`src/rtl/qe_mac_sequencer.sv`:
```
// qe_mac_sequencer: host-side driver that issues operand beats to the quadratic/product-sum MAC and returns its result.
// Latency: op accept at t drives mac_valid_in at t+1; result reaches host one cycle after mac_valid_out (or after the timeout).
// Backpressure: job_ready only in IDLE, op_ready only in ISSUE, result held until res_ready.
module qe_mac_sequencer #(
  parameter int TIMEOUT = 64,
  parameter int MAX_LEN = 16
) (
  input  logic        clk,
  input  logic        reset,
  input  logic        job_valid,
  output logic        job_ready,
  input  logic        job_mode,
  input  logic [4:0]  job_len,
  input  logic        op_valid,
  output logic        op_ready,
  input  logic [7:0]  op_a,
  input  logic [7:0]  op_b,
  input  logic [7:0]  op_c,
  input  logic [7:0]  op_x,
  output logic [7:0]  mac_a,
  output logic [7:0]  mac_b,
  output logic [7:0]  mac_c,
  output logic [7:0]  mac_x,
  output logic        mac_mode,
  output logic        mac_valid_in,
  output logic        mac_last_input,
  input  logic        mac_valid_out,
  input  logic [15:0] mac_result,
  output logic        res_valid,
  input  logic        res_ready,
  output logic [15:0] res_data,
  output logic        res_timeout,
  output logic        busy,
  output logic [7:0]  stray_cnt
);

  localparam int TW = (TIMEOUT > 2) ? $clog2(TIMEOUT) : 1;

  localparam logic [1:0] S_IDLE  = 2'd0;
  localparam logic [1:0] S_ISSUE = 2'd1;
  localparam logic [1:0] S_WAIT  = 2'd2;
  localparam logic [1:0] S_HOLD  = 2'd3;

  logic [1:0]    state;
  logic [4:0]    len_q;
  logic [4:0]    beat_cnt;
  logic [TW-1:0] tmo_cnt;
  logic [4:0]    eff_len;
  logic          last_beat;

  // Handshake readiness and busy follow the state register directly.
  always_comb begin
    job_ready = (state == S_IDLE);
    op_ready  = (state == S_ISSUE);
    busy      = (state != S_IDLE);
  end

  // Job length as seen by the beat counter: mode 0 is a single beat, mode 1 clamps into [1, MAX_LEN].
  always_comb begin
    eff_len = 5'd1;
    if (job_mode) begin
      if (job_len == 5'd0)
        eff_len = 5'd1;
      else if (job_len > 5'(MAX_LEN))
        eff_len = 5'(MAX_LEN);
      else
        eff_len = job_len;
    end
    last_beat = (beat_cnt == (len_q - 5'd1));
  end

  // Main sequencer: job latch, operand issue, result wait with timeout, result hold.
  always_ff @(posedge clk) begin
    if (!reset) begin
      state          <= S_IDLE;
      len_q          <= 5'd0;
      beat_cnt       <= 5'd0;
      tmo_cnt        <= '0;
      mac_a          <= 8'd0;
      mac_b          <= 8'd0;
      mac_c          <= 8'd0;
      mac_x          <= 8'd0;
      mac_mode       <= 1'b0;
      mac_valid_in   <= 1'b0;
      mac_last_input <= 1'b0;
      res_valid      <= 1'b0;
      res_data       <= 16'd0;
      res_timeout    <= 1'b0;
    end else begin
      // Beat strobes are single-cycle pulses unless re-armed below.
      mac_valid_in   <= 1'b0;
      mac_last_input <= 1'b0;
      case (state)
        S_IDLE: begin
          if (job_valid) begin
            mac_mode <= job_mode;
            len_q    <= eff_len;
            beat_cnt <= 5'd0;
            state    <= S_ISSUE;
          end
        end
        S_ISSUE: begin
          if (op_valid) begin
            mac_a        <= op_a;
            mac_x        <= op_x;
            // Product-sum only uses a/x; keep b/c quiet so the MAC sees clean zeros.
            mac_b        <= mac_mode ? 8'd0 : op_b;
            mac_c        <= mac_mode ? 8'd0 : op_c;
            mac_valid_in <= 1'b1;
            beat_cnt     <= beat_cnt + 5'd1;
            if (last_beat) begin
              mac_last_input <= 1'b1;
              tmo_cnt        <= '0;
              state          <= S_WAIT;
            end
          end
        end
        S_WAIT: begin
          // A real result in the final timeout cycle still takes priority.
          if (mac_valid_out) begin
            res_data    <= mac_result;
            res_valid   <= 1'b1;
            res_timeout <= 1'b0;
            state       <= S_HOLD;
          end else if (tmo_cnt == TW'(TIMEOUT - 1)) begin
            res_data    <= 16'hFFFF;
            res_valid   <= 1'b1;
            res_timeout <= 1'b1;
            state       <= S_HOLD;
          end else begin
            tmo_cnt <= tmo_cnt + 1'b1;
          end
        end
        default: begin
          if (res_ready) begin
            res_valid   <= 1'b0;
            res_timeout <= 1'b0;
            state       <= S_IDLE;
          end
        end
      endcase
    end
  end

  // Count MAC results that arrive when nobody is waiting for one; saturates rather than wrapping.
  always_ff @(posedge clk) begin
    if (!reset)
      stray_cnt <= 8'd0;
    else if (mac_valid_out && (state != S_WAIT) && (stray_cnt != 8'hFF))
      stray_cnt <= stray_cnt + 8'd1;
  end

endmodule

```
`config.mk`:
```
export PLATFORM = sky130hd
export DESIGN_NAME = qe_mac_sequencer
export DESIGN_NICKNAME = d
export VERILOG_FILES = /design/src/rtl/qe_mac_sequencer.sv
export SDC_FILE = /design/constraint.sdc
export NUM_CORES = 1
export LEC_CHECK = 0
export BUFFER_PORTS_ARGS = -buffer_cell sky130_fd_sc_hd__buf_2
export CAP_MARGIN = 20
export CORE_ASPECT_RATIO = 0.7
export CORE_UTILIZATION = 53
export CTS_CLUSTER_SIZE = 8
export DETAILED_ROUTE_END_ITERATION = 10
export GPL_ROUTABILITY_DRIVEN = 0
export HOLD_SLACK_MARGIN = 0.03
export PLACE_DENSITY = 0.85
export RECOVER_POWER = 25
export SLEW_MARGIN = 20
export SYNTH_ARGS = -nofsm -noshare
export SYNTH_HDL_FRONTEND = slang
export SYNTH_SLANG_ARGS = --single-unit
```
`constraint.sdc`:
```
create_clock -name clk -period 4.3 [get_ports clk]
set_clock_uncertainty 0.2 [all_clocks]
set_input_delay 0.215 -clock clk [delete_from_list [all_inputs] [get_ports clk]]
set_output_delay 0.215 -clock clk [all_outputs]
set_load 0.05 [all_outputs]
```
; After elaboration in Yosys (flattened, before gate mapping)
; Cells that the tools add are included.
[classes]
n_addsub = 4
multipliers = 0
n_div = 0
n_lt_le_gt_ge = 1
n_eq_ne = 12
n_shift = 0
muxes = 30
n_bitwise = 1
reduce_logical = 20
[op_table]
columns = op, count
row1 = two-way mux 16 bit, 2
row2 = two-way mux 5 bit, 5
row3 = two-way mux 6 bit, 4
row4 = two-way mux 8 bit, 2
row5 = two-way mux 2 bit, 6
row6 = one-hot mux 6 bit (2 select lines), 1
row7 = != test 2 bit (second input constant), 5
row8 = one-hot mux 5 bit (2 select lines), 1
row9 = AND reduction 5 bit, 2
row10 = nonzero test 2 bit, 5
row11 = AND reduction 3 bit, 3
row12 = adder 8 x 1 -> 8 bit (second input constant), 1
row13 = != test 8 bit (second input constant), 1
row14 = AND reduction 2 bit, 4
row15 = adder 6 x 1 -> 6 bit (second input constant), 1
row16 = == test 6 bit (second input constant), 1
row17 = two-way mux 1 bit, 6
row18 = one-hot mux 2 bit (3 select lines), 1
row19 = adder 5 x 1 -> 5 bit (second input constant), 1
row20 = == test 5 bit, 1
row21 = greater-than comparator 5 bit (second input constant), 1
row22 = logical NOT 5 bit, 1
row23 = subtractor 5 x 1 -> 5 bit (second input constant), 1
row24 = one-hot mux 1 bit (2 select lines), 2
row25 = 9 further kinds, 10
[word_totals]
regBits = 79
latchBits = 0
ram_bits = 0
rom_bits = 0
in_bits = 60
out_inout_bits = 64
wordCells = 83
n_memories = 0

; Longest topological paths before layout
; Gate-level depths: netlist of the first run.
[depth]
ltp_word = 5
ltp_mapped = 8
depth_no_buf = 7

; Worst setup path after synthesis of the first run
; OpenSTA, ideal clock, no wires.
[synth_timing]
kind = register to register
startpoint = reg state[0]
endpoint = reg state[0]
setup_time_ns = 0.072
arrival_time_ns = 2.165
setup_slack_ns = 1.863
path_stages_with_launch = 9
n_path_buf = 1
period_less_slack_ns = 2.437
path_cell_list = dfxtp_1 inv_1 ha_1 buf_2 inv_1 o2bb2ai_1 a211o_1 o21ai_2 mux2i_1
[synth_between]
elab_chain_len = 3
word_cells_on_any_way = 10
cone_classes = eq/ne: 6 / mux: 1 / reduce/logical: 3
[synth_rtl]
columns = item, line
row1 = "start, declared", 44  ; logic [1:0] state;
row2 = "start signal, assigned", 75  ; state <= S_IDLE;
row3 = "start signal, assigned", 99  ; state <= S_ISSUE;
row4 = "start signal, assigned", 114  ; state <= S_WAIT;
row5 = logical NOT 2 bit (*), -
row6 = net job_ready, 11  ; output logic job_ready,
row7 = nonzero test 4 bit (no source line) or != test 2 bit (tied branches), -
row8 = AND reduction 5 bit (no source line), -
; Mark *: on every way through the listed nets, which the timed path passes. The rest lies on a longest branch.
; A chain may end at the register's enable or synchronous reset.

; Worst setup path in the final report of the first run
[layout_timing]
startpoint = reg state[1]
endpoint = reg mac_b[3]
[layout_between]
elab_chain_len = 2
[layout_rtl]
columns = item, line
row1 = == test 2 x 1 -> 1 bit, 93  ; case (state)
row2 = AND reduction 2 bit (no source line), -
row3 = "end signal, assigned", 107  ; mac_b <= mac_mode ? 8'd0 : op_b;
row4 = "end, declared", 21  ; output logic [7:0] mac_b,
; No other way between the ends.

==> key figures, run 1 <==
Run status
  – Outcome: finished, final reports clean

Clock tree
  – CTS clk-pin slew, worst paths: 90 ps
  – CTS root buffer: clkbuf_8
  – Clock tree sinks: 79
  – Clock Latency Late Sink: 350 ps
  – CTS HTree Levels: 3
  – Buffer depth of the longest clock path: 2
  – Total CTS buffers: 9
  – CTS tree: yes
  – # resized after CTS: 0

Synthesis
  – Number of synthesized flops with an enable pin: 0
  – Post-synthesis register bit count: 79
  – Post-Synthesis Cell Area: 3360 sq um
  – Post-synthesis sequential area ratio: 0.471
  – Cells after synthesis: 351
  – Synth warn: 0
  – Asr flop ratio synth: 0
  – Post-synthesis cell type count: 49
  – Post-synth top flop: dfxtp_1
  – Syn nets: 419
  – Synthesized area per cell: 9.57 sq um

Power and ir drop
  – VDD IR max: 378 uV
  – Pwr/cell area: 480 nW/um^2
  – Leak pwr: 1.95 nW

Worst setup path
  – R2R Setup Slk: 1360 ps
  – Worst Setup End Kind: flip-flop
  – Reg2reg start: state[1]$_SDFFE_PN0P_
  – Worst EP required: 4400 ps
  – Critical path peak fanout: 22
  – Crit path kind: flip-flop to flip-flop
  – CP arrival: 3040 ps
  – Worst Setup SP: state[1]$_SDFFE_PN0P_
  – Cell Chain, Critical Path: inv_1 > ha_1 > and2_1 > nand2_1 > nor2_2 > a22o_1
  – Largest stage delay, worst path: 760 ps
  – Worst R2R Path Depth: 6
  – RR Endpoint: mac_b[3]$_SDFFE_PN0P_
  – Crit path launch type: flip-flop
  – Worst-path cell with the longest stage delay: and2_1

STA
  – RSZ-0062 raised after global routing: no
  – Setup TNS: 0 ps
  – Fmax: 340 MHz
  – Final worst path period need: 2940 ps
  – Hold_ws: 96.1 ps
  – Slew Limit Fails: 0
  – Final WS setup: 1360 ps
  – Final setup fails: 0
  – Hold Fails Final Rpt: 0
  – Final period utilization: 0.683
  – Rel. slew slack: 0.436
  – Worst-margin pin slew: 845 ps

Worst hold path
  – Hold-critical path depth: 4
  – Hold Path End: res_timeout$_SDFFE_PN0P_
  – Min-Delay Path Class: input pin to flip-flop
  – Hold path startpoint: mac_valid_out

Routing
  – DRC viols: 0
  – Final ANT Viol Nets: 0
  – Post-DR vias/cell: 5.50
  – Final WL: 9440 um
  – DR iter-0 viols: 201
  – Vias: 3329
  – First-pass iteration count of the detailed router: 4
  – Routed WL per cell: 15.6 um

Die
  – Core Area: 5930 sq um
  – Initial Util: 0.566
  – DIE WIDTH: 97.1 um
  – Row Count: 23
  – I/O pins: 124
  – Die height: 68.6 um
  – Die footprint: 6660 sq um

Global route
  – GRT Util Overall: 0.281
  – First-pass GRT wire length: 14700 um
  – Vias in the first global route: 3121
  – Antenna violations before repair: 0
  – Largest net degree at the start of global routing: 48
  – Grt total ovfl: 0

Run
  – Maxcap violations: 0

Place
  – Post-detail-place hpwl: 5700 um
  – PortBufs: 123
  – Place WS: 1170 ps

Layout
  – P&R area growth vs syn: 40.0%
  – Nets@finish: 593
  – Ant diodes: 0
  – Fraction of layout cells with a size suffix above 1: 0.245
==> registers in the layout (all words and copies together) (netlist names) <==
register	count
mac_c	8
beat_cnt	5
mac_b	8
mac_mode	1
stray_cnt	8
mac_valid_in	1
res_data	16
mac_x	8
mac_a	8
mac_last_input	1
res_valid	1
state	2
tmo_cnt	6
len_q	5
res_timeout	1
==> repair_timing <==
action | in CTS | in global routing
hold buffers | 56 | 0
endpoints found under the hold margin | 55 | 0
setup buffers | 0 | 0
==> per-layer routing <==
layer  routed length (um)  global-route usage  vias to the layer above
met1                 4150               0.339                     1576
met3                  537              0.0716                       19
li1                     -                   -                     1619
met5                    0                   0                        -
met2                 4560               0.496                      115
met4                  193               0.110                        0
==> worst max-delay path by stage <==
stage | to | slack, ps | cells after the start
floorplan | state[0]$_SDFFE_PN0P_ | 1860 | 8
global placement | mac_b[3]$_SDFFE_PN0P_ | 1370 | 6
detailed placement | mac_c[2]$_SDFFE_PN0P_ | 1170 | 6
CTS | mac_c[5]$_SDFFE_PN0P_ | 1160 | 6
global route | tmo_cnt[3]$_SDFFE_PN0P_ | 1120 | 5
finish | mac_b[3]$_SDFFE_PN0P_ | 1360 | 6
==> placed cells by master (no fill, tap or decap), types with 12 or more instances in the layout <==
| cell | instances |
|---|---|
| buf_2 | 88 |
| dfxtp_1 | 79 |
| dlygate4sd3_1 | 56 |
| nand2_1 | 54 |
| clkbuf_1 | 35 |
| nor2_1 | 17 |
| a22o_1 | 16 |
| o221a_2 | 16 |
| a21boi_0 | 16 |
| a21oi_1 | 14 |
| inv_1 | 12 |
==> cell type report <==
class | count | area, sq um
multi-input cells | 242 | 1660
flip-flops and latches | 79 | 1580
fillers | 412 | 1230
repair buffers | 181 | 1150
clock buffers | 9 | 124
well taps | 75 | 93.8
clock inverters | 7 | 53.8
inverters | 12 | 45.0
==> cell families (layout without fill, tap and decap cells) <==
logic type      Yosys count  count (layout)  synth area share
buf+inv                  30             209            0.0369
simple gates            111             111             0.153
fa+ha+maj                 8               8            0.0298
compound gates          104             104             0.256
xor+xnor                 15              15            0.0414
flops                    79              79             0.471
mux                       4               4            0.0119
==> synth_stat cells, drive strengths merged (6+ instances only) <==
library cell | n | share of area
a21oi | 14 | 0.021
buf | 9 | 0.013
a21boi | 17 | 0.039
clkbuf | 9 | 0.010
nand2 | 54 | 0.060
inv | 12 | 0.013
dfxtp | 79 | 0.47
o21ai | 11 | 0.018
o211ai | 7 | 0.016
xor2 | 9 | 0.023
a22o | 16 | 0.042
xnor2 | 6 | 0.018
o221a | 16 | 0.054
nor2 | 18 | 0.020
ha | 8 | 0.030
==> worst max-delay path: cells and delay by family, from the launching register on <==
| family | cells | cell delay, ps |
|---|---|---|
| buffers and inverters | 1 | 90 |
| flip-flops | 1 | 350 |
| adder cells (fa/ha/maj) | 1 | 440 |
| AO/OA/AOI/OAI | 1 | 240 |
| AND/OR/NAND/NOR | 3 | 1560 |
==> per-stage QoR <==
stage	utilization	cell area, sq um	total power (W)	cells
finish	0.793	4700	0.00226	605
global route	0.793	4700	0.00236	605
CTS	0.799	4730	0.00226	604
detailed placement	0.674	4000	0.00172	532
global placement	0.674	4000	0.00170	532
floorplan	-	3360	0.00153	351
==> power by group <==
group | switching (W) | internal, W | total [W]
combinational | 0.000619 | 0.000255 | 0.000874
sequential | 0.0000610 | 0.000819 | 0.000880
clock | 0.000288 | 0.000214 | 0.000502
Note: power is estimated with default switching activity, not from simulation.
==> run 2, diff against run 1 <==
--- a/config.mk
+++ b/config.mk
@@ -5,15 +5,16 @@
 export SDC_FILE = /design/constraint.sdc
 export NUM_CORES = 1
 export LEC_CHECK = 0
+export ABC_AREA = 1
 export BUFFER_PORTS_ARGS = -buffer_cell sky130_fd_sc_hd__buf_2
 export CAP_MARGIN = 20
 export CORE_ASPECT_RATIO = 0.7
-export CORE_UTILIZATION = 53
+export CORE_UTILIZATION = 45
 export CTS_CLUSTER_SIZE = 8
 export DETAILED_ROUTE_END_ITERATION = 10
 export GPL_ROUTABILITY_DRIVEN = 0
 export HOLD_SLACK_MARGIN = 0.03
-export PLACE_DENSITY = 0.85
+export PLACE_DENSITY = 0.76
 export RECOVER_POWER = 25
 export SLEW_MARGIN = 20
 export SYNTH_ARGS = -nofsm -noshare
==> constraint.sdc (replaced) <==
create_clock -name clk -period 2.65 [get_ports clk]
set_clock_uncertainty 0.2 [all_clocks]
set_input_delay 0.1325 -clock clk [delete_from_list [all_inputs] [get_ports clk]]
set_output_delay 0.1325 -clock clk [all_outputs]
set_load 0.05 [all_outputs]
==> key figures, run 2 <==
Layout
  – Largest Register: res_data (unchanged)
  – Non-filler cells, final: 737 (was 605)
  – Nets@finish: 703 (was 593)
  – Number of flip-flops in the largest register: 16 (unchanged)
  – Commonest non-fill, non-tap cell in the layout: buf_2 (unchanged)
  – Fraction of layout cells with a size suffix above 1: 0.197 (was 0.245)
  – Ant diodes: 0 (unchanged)
  – Most frequent cells in the layout: buf_2 (88), nand2_1 (86), dfxtp_1 (79) (was buf_2 (88), dfxtp_1 (79), dlygate4sd3_1 (56))
  – P&R area growth vs syn: 40.8% (was 40.0%)

Synthesis
  – Synth warn: 0 (unchanged)
  – Asr flop ratio synth: 0 (unchanged)
  – Commonest cells in the netlist: nand2_1 (86), dfxtp_1 (79), nor2_1 (60) (was dfxtp_1 (79), nand2_1 (54), nor2_1 (18))
  – Synth area leader: dfxtp_1 (unchanged)
  – Cells after synthesis: 457 (was 351)
  – Post-synth top flop: dfxtp_1 (unchanged)
  – Post-Synthesis Cell Area: 3470 sq um (was 3360 sq um)
  – Area fraction of the dominant cell type after synthesis: 0.455 (was 0.471)
  – Number of synthesized flops with an enable pin: 0 (unchanged)
  – Top-count cell post-synth: nand2_1 (was dfxtp_1)
  – Post-synthesis register bit count: 79 (unchanged)
  – Synth top area cells: dfxtp_1 (46%), nand2_1 (9.3%), nand3_1 (7.6%), nor2_1 (6.5%), inv_1 (5.4%) (was dfxtp_1 (47%), nand2_1 (6.0%), o221a_2 (5.4%), a22o_1 (4.2%), a21boi_0 (3.6%))
  – Syn nets: 525 (was 419)
  – Synthesized area per cell: 7.60 sq um (was 9.57 sq um)
  – Post-synthesis sequential area ratio: 0.455 (was 0.471)
  – Post-synthesis cell type count: 35 (was 49)

Global route
  – Gr busiest metal: met2 (unchanged)
  – Met1 Usage GRT: 0.280 (was 0.339)
  – M3 GR Usage: 0.0522 (was 0.0716)
  – GRT met2 Usage: 0.401 (was 0.496)
  – Largest net degree at the start of global routing: 35 (was 48)
  – Vias in the first global route: 3175 (was 3121)
  – Grt total ovfl: 0 (unchanged)
  – GRT Util Overall: 0.229 (was 0.281)
  – First-pass GRT wire length: 14600 um (was 14700 um)
  – Antenna violations before repair: 0 (unchanged)

Worst setup path
  – CP arrival: 2440 ps (was 3040 ps)
  – Crit path kind: flip-flop to flip-flop (unchanged)
  – Worst EP required: 2680 ps (was 4400 ps)
  – Crit path launch type: flip-flop (unchanged)
  – Critical path peak fanout: 7 (was 22)
  – Worst Setup End Kind: flip-flop (unchanged)

STA
  – Final worst path period need: 2410 ps (was 2940 ps)
  – Worst-margin pin slew: 634 ps (was 845 ps)
  – Final period utilization: 0.909 (was 0.683)
  – Final setup fails: 0 (unchanged)
  – Hold Fails Final Rpt: 0 (unchanged)
  – Fmax: 415 MHz (was 340 MHz)
  – RSZ-0062 raised after global routing: no (unchanged)
  – Slew Limit Fails: 0 (unchanged)
  – Rel. slew slack: 0.579 (was 0.436)
  – Setup TNS: 0 ps (unchanged)

Routing
  – Routed WL per cell: 12.9 um (was 15.6 um)
  – Final ANT Viol Nets: 0 (unchanged)
  – Vias: 3652 (was 3329)
  – First-pass iteration count of the detailed router: 5 (was 4)
  – DR iter-0 viols: 238 (was 201)
  – Post-DR vias/cell: 4.96 (was 5.50)
  – DRC viols: 0 (unchanged)
  – Final WL: 9500 um (was 9440 um)

Die
  – Initial Util: 0.471 (was 0.566)
  – Die height: 75.5 um (was 68.6 um)
  – Die footprint: 8080 sq um (was 6660 sq um)
  – Row Count: 26 (was 23)
  – Core Area: 7380 sq um (was 5930 sq um)
  – DIE WIDTH: 107 um (was 97.1 um)
  – I/O pins: 124 (unchanged)

Power and ir drop
  – Leak pwr: 2.31 nW (was 1.95 nW)
  – Pwr/cell area: 867 nW/um^2 (was 480 nW/um^2)
  – VDD IR max: 389 uV (was 378 uV)

Clock tree
  – Buffer depth of the longest clock path: 2 (unchanged)
  – Clock Latency Late Sink: 340 ps (was 350 ps)
  – Hold buffer count at CTS: 60 (was 56)
  – Clock tree sinks: 79 (unchanged)
  – # resized after CTS: 0 (unchanged)
  – CTS clk-pin slew, worst paths: 90 ps (about the same)
  – CTS tree: yes (unchanged)
  – CTS root buffer: clkbuf_8 (unchanged)
  – Post-CTS Setup Repair Bufs: 0 (unchanged)
  – Total CTS buffers: 9 (unchanged)
  – CTS HTree Levels: 3 (unchanged)

Place
  – Post-detail-place hpwl: 6100 um (was 5700 um)
  – Placed insts: 662 (was 532)
  – PortBufs: 123 (unchanged)

Worst hold path
  – Min-Delay Path Class: input pin to flip-flop (unchanged)

Run
  – Maxcap violations: 0 (unchanged)

Run status
  – Outcome: finished, final reports clean (unchanged)
## run 2: cell count changes in the layout (fill, tap and decap cells not counted), sizes merged, moves of 34 or more
| cell | previous run | this run |
|---|---|---|
| nand3 | 5 | 55 |
| nor2 | 18 | 68 |
| nand2 | 54 | 88 |
| inv | 15 | 56 |
## run 2: layout make-up
class,count,area [sq um]
well taps,98,123
flip-flops and latches,79,1580
inverters,56,210
clock inverters,6,70.1
multi-input cells,303,1590
clock buffers,9,124
repair buffers,186,1190
fillers,627,2490
## run 2: through the flow
stage          total power (W)  hold WS (ps)  worst slack (ps)  utilization  area [sq um]
2_1_floorplan          0.00293          67.0               199            -          3470
3_3_place_gp           0.00326           150               657        0.561          4140
3_5_place_dp           0.00331           155               545        0.561          4140
4_1_cts                0.00428          34.1               307        0.669          4940
5_1_grt                0.00452          46.4              82.7        0.663          4890
6_report               0.00424          53.8               241        0.663          4890
## run 2: path summary, 6_finish.rpt
| kind | startpoint | to | slack, ps | cells past startpoint |
|---|---|---|---|---|
| worst max-delay path | state[0]$_SDFFE_PN0P_ | len_q[2]$_SDFFE_PN0P_ | 240 | 9 |
| worst min-delay path | reset | mac_b[2]$_SDFFE_PN0P_ | 50 | 3 |
| worst max register to register | state[0]$_SDFFE_PN0P_ | len_q[2]$_SDFFE_PN0P_ | 240 | 9 |
| worst min register to register | mac_b[1]$_SDFFE_PN0P_ | mac_b[1]$_SDFFE_PN0P_ | 270 | 2 |
## run 2: report_power, final
part           switching (W)  internal [W]
combinational        0.00136      0.000504
clock               0.000458      0.000437
sequential          0.000120       0.00137
## run 2: logic make-up (layout without fill, tap and decap cells)
| kind of cell | count (synthesis) | after routing | synth area share |
|---|---|---|---|
| xor gates and xnor gates | 7 | 7 | 0.0176 |
| buffers and inverters | 75 | 257 | 0.0871 |
| AOI/OAI and AO/OA | 62 | 62 | 0.114 |
| and+or+nand+nor | 226 | 226 | 0.297 |
| DFF | 79 | 79 | 0.455 |
| adders and majority gates | 8 | 8 | 0.0288 |
## run 2: worst max-delay path: stages (launching register included)
cell,delay [ps]
dfxtp_1,380
inv_1,80
ha_1,250
nand2_1,260
inv_1,100
nand2_1,120
inv_1,100
a32oi_1,190
dlygate4sd3_1,580
nor2_1,40
## run 2: metal layers
layer | up-vias | share of wire
met3 | 19 | 0.062
li1 | 1842 | -
met2 | 133 | 0.49
met5 | - | 0
met1 | 1658 | 0.43
met4 | 0 | 0.018
==> run 3, diff against run 2 <==
--- a/config.mk
+++ b/config.mk
@@ -5,16 +5,16 @@
 export SDC_FILE = /design/constraint.sdc
 export NUM_CORES = 1
 export LEC_CHECK = 0
-export ABC_AREA = 1
 export BUFFER_PORTS_ARGS = -buffer_cell sky130_fd_sc_hd__buf_2
 export CAP_MARGIN = 20
 export CORE_ASPECT_RATIO = 0.7
-export CORE_UTILIZATION = 45
+export CORE_UTILIZATION = 44
 export CTS_CLUSTER_SIZE = 8
 export DETAILED_ROUTE_END_ITERATION = 10
 export GPL_ROUTABILITY_DRIVEN = 0
 export HOLD_SLACK_MARGIN = 0.03
-export PLACE_DENSITY = 0.76
+export MAX_ROUTING_LAYER = met4
+export PLACE_DENSITY = 0.75
 export RECOVER_POWER = 25
 export SLEW_MARGIN = 20
 export SYNTH_ARGS = -nofsm -noshare
==> key figures, run 3 (same netlist as run 1, synthesis figures left out) <==
Run status
  – Outcome: finished, final reports clean (unchanged)

Power and ir drop
  – Leak pwr: 2.03 nW (was 2.31 nW)
  – Pwr/cell area: 804 nW/um^2 (was 867 nW/um^2)
  – VDD IR max: 577 uV (was 389 uV)
  – Seq pwr share: 0.362 (was 0.350)
  – Logic pwr share: 0.368 (was 0.439)
  – P_int: 0.00240 W (was 0.00231 W)
  – Switching share of total power: 0.391 (was 0.456)
  – NetSw: 0.00154 W (was 0.00194 W)
  – Clk pwr share: 0.270 (was 0.211)

Layout
  – P&R area growth vs syn: 45.9% (was 40.8%)
  – Fillers: 616 (was 627)
  – Ant diodes: 0 (unchanged)
  – Fraction of layout cells with a size suffix above 1: 0.249 (was 0.197)
  – Commonest non-fill, non-tap cell in the layout: buf_2 (unchanged)
  – Multi-input logic area: 1660 sq um (was 1590 sq um)
  – Nets@finish: 605 (was 703)
  – Largest Register: res_data (unchanged)
  – Most frequent cells in the layout: buf_2 (88), dfxtp_1 (79), dlygate4sd3_1 (62) (was buf_2 (88), nand2_1 (86), dfxtp_1 (79))
  – Fin area: 4900 sq um (was 4890 sq um)
  – Non-filler cells, final: 640 (was 737)
  – Final Util: 0.666 (was 0.663)
  – Number of flip-flops in the largest register: 16 (unchanged)
  – Sequential cell area: 1580 sq um (unchanged)

Place
  – Placed insts: 562 (was 662)
  – Place WS: 356 ps (was 545 ps)
  – PortBufs: 123 (unchanged)
  – Post-detail-place hpwl: 5740 um (was 6100 um)
  – Placed Area: 4080 sq um (was 4140 sq um)

Worst setup path
  – Critical path peak fanout: 11 (was 7)
  – Reg2reg start: state[1]$_SDFFE_PN0P_ (was state[0]$_SDFFE_PN0P_)
  – Worst Setup SP: state[1]$_SDFFE_PN0P_ (was state[0]$_SDFFE_PN0P_)
  – Levels on crit path: 7 (was 9)
  – Crit path capture: len_q[2]$_SDFFE_PN0P_ (unchanged)
  – Crit path launch type: flip-flop (unchanged)
  – RR Endpoint: len_q[2]$_SDFFE_PN0P_ (unchanged)
  – Worst EP required: 2740 ps (was 2680 ps)
  – Largest delay share family, worst path: buffers and inverters (unchanged)
  – Cell Chain, Critical Path: inv_1 > ha_2 > nand2_1 > nor3b_2 > a22oi_1 > dlygate4sd3_1 > nor2_1 (was inv_1 > ha_1 > nand2_1 > inv_1 > nand2_1 > inv_1 > a32oi_1 > dlygate4sd3_1 > nor2_1)
  – CP arrival: 2480 ps (was 2440 ps)
  – Worst-path cell with the longest stage delay: dlygate4sd3_1 (unchanged)
  – R2R Setup Slk: 260 ps (was 240 ps)
  – CP bufs+invs: 2 (was 4)
  – Crit path kind: flip-flop to flip-flop (unchanged)
  – Worst R2R Path Depth: 7 (was 9)
  – Largest stage delay, worst path: 580 ps (about the same)
  – Worst Setup End Kind: flip-flop (unchanged)

STA
  – RSZ-0062 raised after global routing: no (unchanged)
  – Final period utilization: 0.902 (was 0.909)
  – Slew Limit Fails: 0 (unchanged)
  – Final setup fails: 0 (unchanged)
  – Final WS setup: 260 ps (was 241 ps)
  – Final worst path period need: 2390 ps (was 2410 ps)
  – Setup TNS: 0 ps (unchanged)
  – Hold Fails Final Rpt: 0 (unchanged)
  – Rel. slew slack: 0.309 (was 0.579)
  – Fmax: 418 MHz (was 415 MHz)
  – Worst-margin pin slew: 1030 ps (was 634 ps)

Die
  – Row Count: 26 (unchanged)
  – I/O pins: 124 (unchanged)
  – Die footprint: 7990 sq um (was 8080 sq um)
  – Core Area: 7350 sq um (was 7380 sq um)
  – DIE WIDTH: 106 um (was 107 um)
  – Initial Util: 0.457 (was 0.471)
  – Die height: 75.1 um (was 75.5 um)

Routing
  – Final ANT Viol Nets: 0 (unchanged)
  – Routed WL per cell: 14.9 um (was 12.9 um)
  – DRC viols: 0 (unchanged)
  – Post-DR vias/cell: 5.24 (was 4.96)
  – First-pass iteration count of the detailed router: 5 (unchanged)
  – Vias: 3356 (was 3652)
  – DR iter-0 viols: 250 (was 238)
  – Final WL: 9520 um (was 9500 um)

Clock tree
  – CTS clk-pin slew, worst paths: 80 ps (was 90 ps)
  – Post-CTS Setup Repair Bufs: 0 (unchanged)
  – CTS tree: yes (unchanged)
  – Clock tree sinks: 79 (unchanged)
  – CTS HTree Levels: 3 (unchanged)
  – Buffer depth of the longest clock path: 2 (unchanged)
  – Total CTS buffers: 9 (unchanged)
  – CTS root buffer: clkbuf_8 (unchanged)
  – Clock Latency Late Sink: 350 ps (was 340 ps)

Global route
  – Largest net degree at the start of global routing: 46 (was 35)
  – GRT Util Overall: 0.243 (was 0.229)
  – Grt total ovfl: 0 (unchanged)
  – Antenna violations before repair: 0 (unchanged)
  – First-pass GRT wire length: 14600 um (about the same)
  – Vias in the first global route: 3122 (was 3175)

Worst hold path
  – Min-Delay Path Class: input pin to flip-flop (unchanged)

Run
  – Maxcap violations: 0 (unchanged)
run 3: cell count changes in the layout (fill, tap and decap cells not counted), sizes merged, moves of 6 or more:
cell,change
nor2,-50
nand2,-34
o221ai,-15
o221a,+16
inv,-44
o21ai,-10
a21boi,+16
o211ai,+6
a22o,+16
nand3,-50
run 3: cell type report:
| class | count | area share |
|---|---|---|
| multi-input cells | 242 | 0.339 |
| flip-flops and latches | 79 | 0.323 |
| repair buffers | 193 | 0.256 |
| clock buffers | 11 | 0.0268 |
| well taps | 98 | 0.0250 |
| clock inverters | 5 | 0.0217 |
| inverters | 12 | 0.00919 |
run 3: layer usage:
metal  routed length, um  GRT usage
met5                   0          -
met4                 163     0.0959
met3                 563     0.0571
met2                4580      0.398
met1                4210      0.294
run 3: worst min path at each step:
| stage | startpoint | end | cells past startpoint |
|---|---|---|---|
| 6_report | op_valid | beat_cnt[0]$_SDFFE_PN0P_ | 4 |
| 5_1_grt | op_valid | beat_cnt[1]$_SDFFE_PN0P_ | 4 |
| 4_1_cts | op_valid | beat_cnt[0]$_SDFFE_PN0P_ | 4 |
| 3_5_place_dp | op_c[4] | mac_c[4]$_SDFFE_PN0P_ | 2 |
| 3_3_place_gp | op_b[3] | mac_b[3]$_SDFFE_PN0P_ | 2 |
| 2_1_floorplan | op_b[0] | mac_b[0]$_SDFFE_PN0P_ | 1 |
run 3: through the flow:
stage	power [W]	hold slack, ps
global placement	0.00279	144
floorplan	0.00249	58.2
detailed placement	0.00282	153
CTS	0.00396	45.9
finish	0.00394	52.3
global route	0.00413	90.4
run 3: power by group through the flow:
stage	clock network (W)	logic (W)	registers [W]
floorplan	0	0.000661	0.00183
global placement	0	0.00135	0.00144
detailed placement	0	0.00137	0.00145
CTS	0.00109	0.00145	0.00142
global route	0.00113	0.00155	0.00145
finish	0.00106	0.00145	0.00143
run 3: worst min-delay path, delay by kind of cell:
family | cells | cell delay (ps)
compound gates | 2 | 220
buf+inv | 1 | 140
simple gates | 1 | 60
run 3: repair_timing:
action                                  4_1_cts  5_1_grt
endpoints found under the setup margin        0        3
endpoints found under the hold margin        58        0
hold buffers                                 62        0
gates resized for setup                       0        2
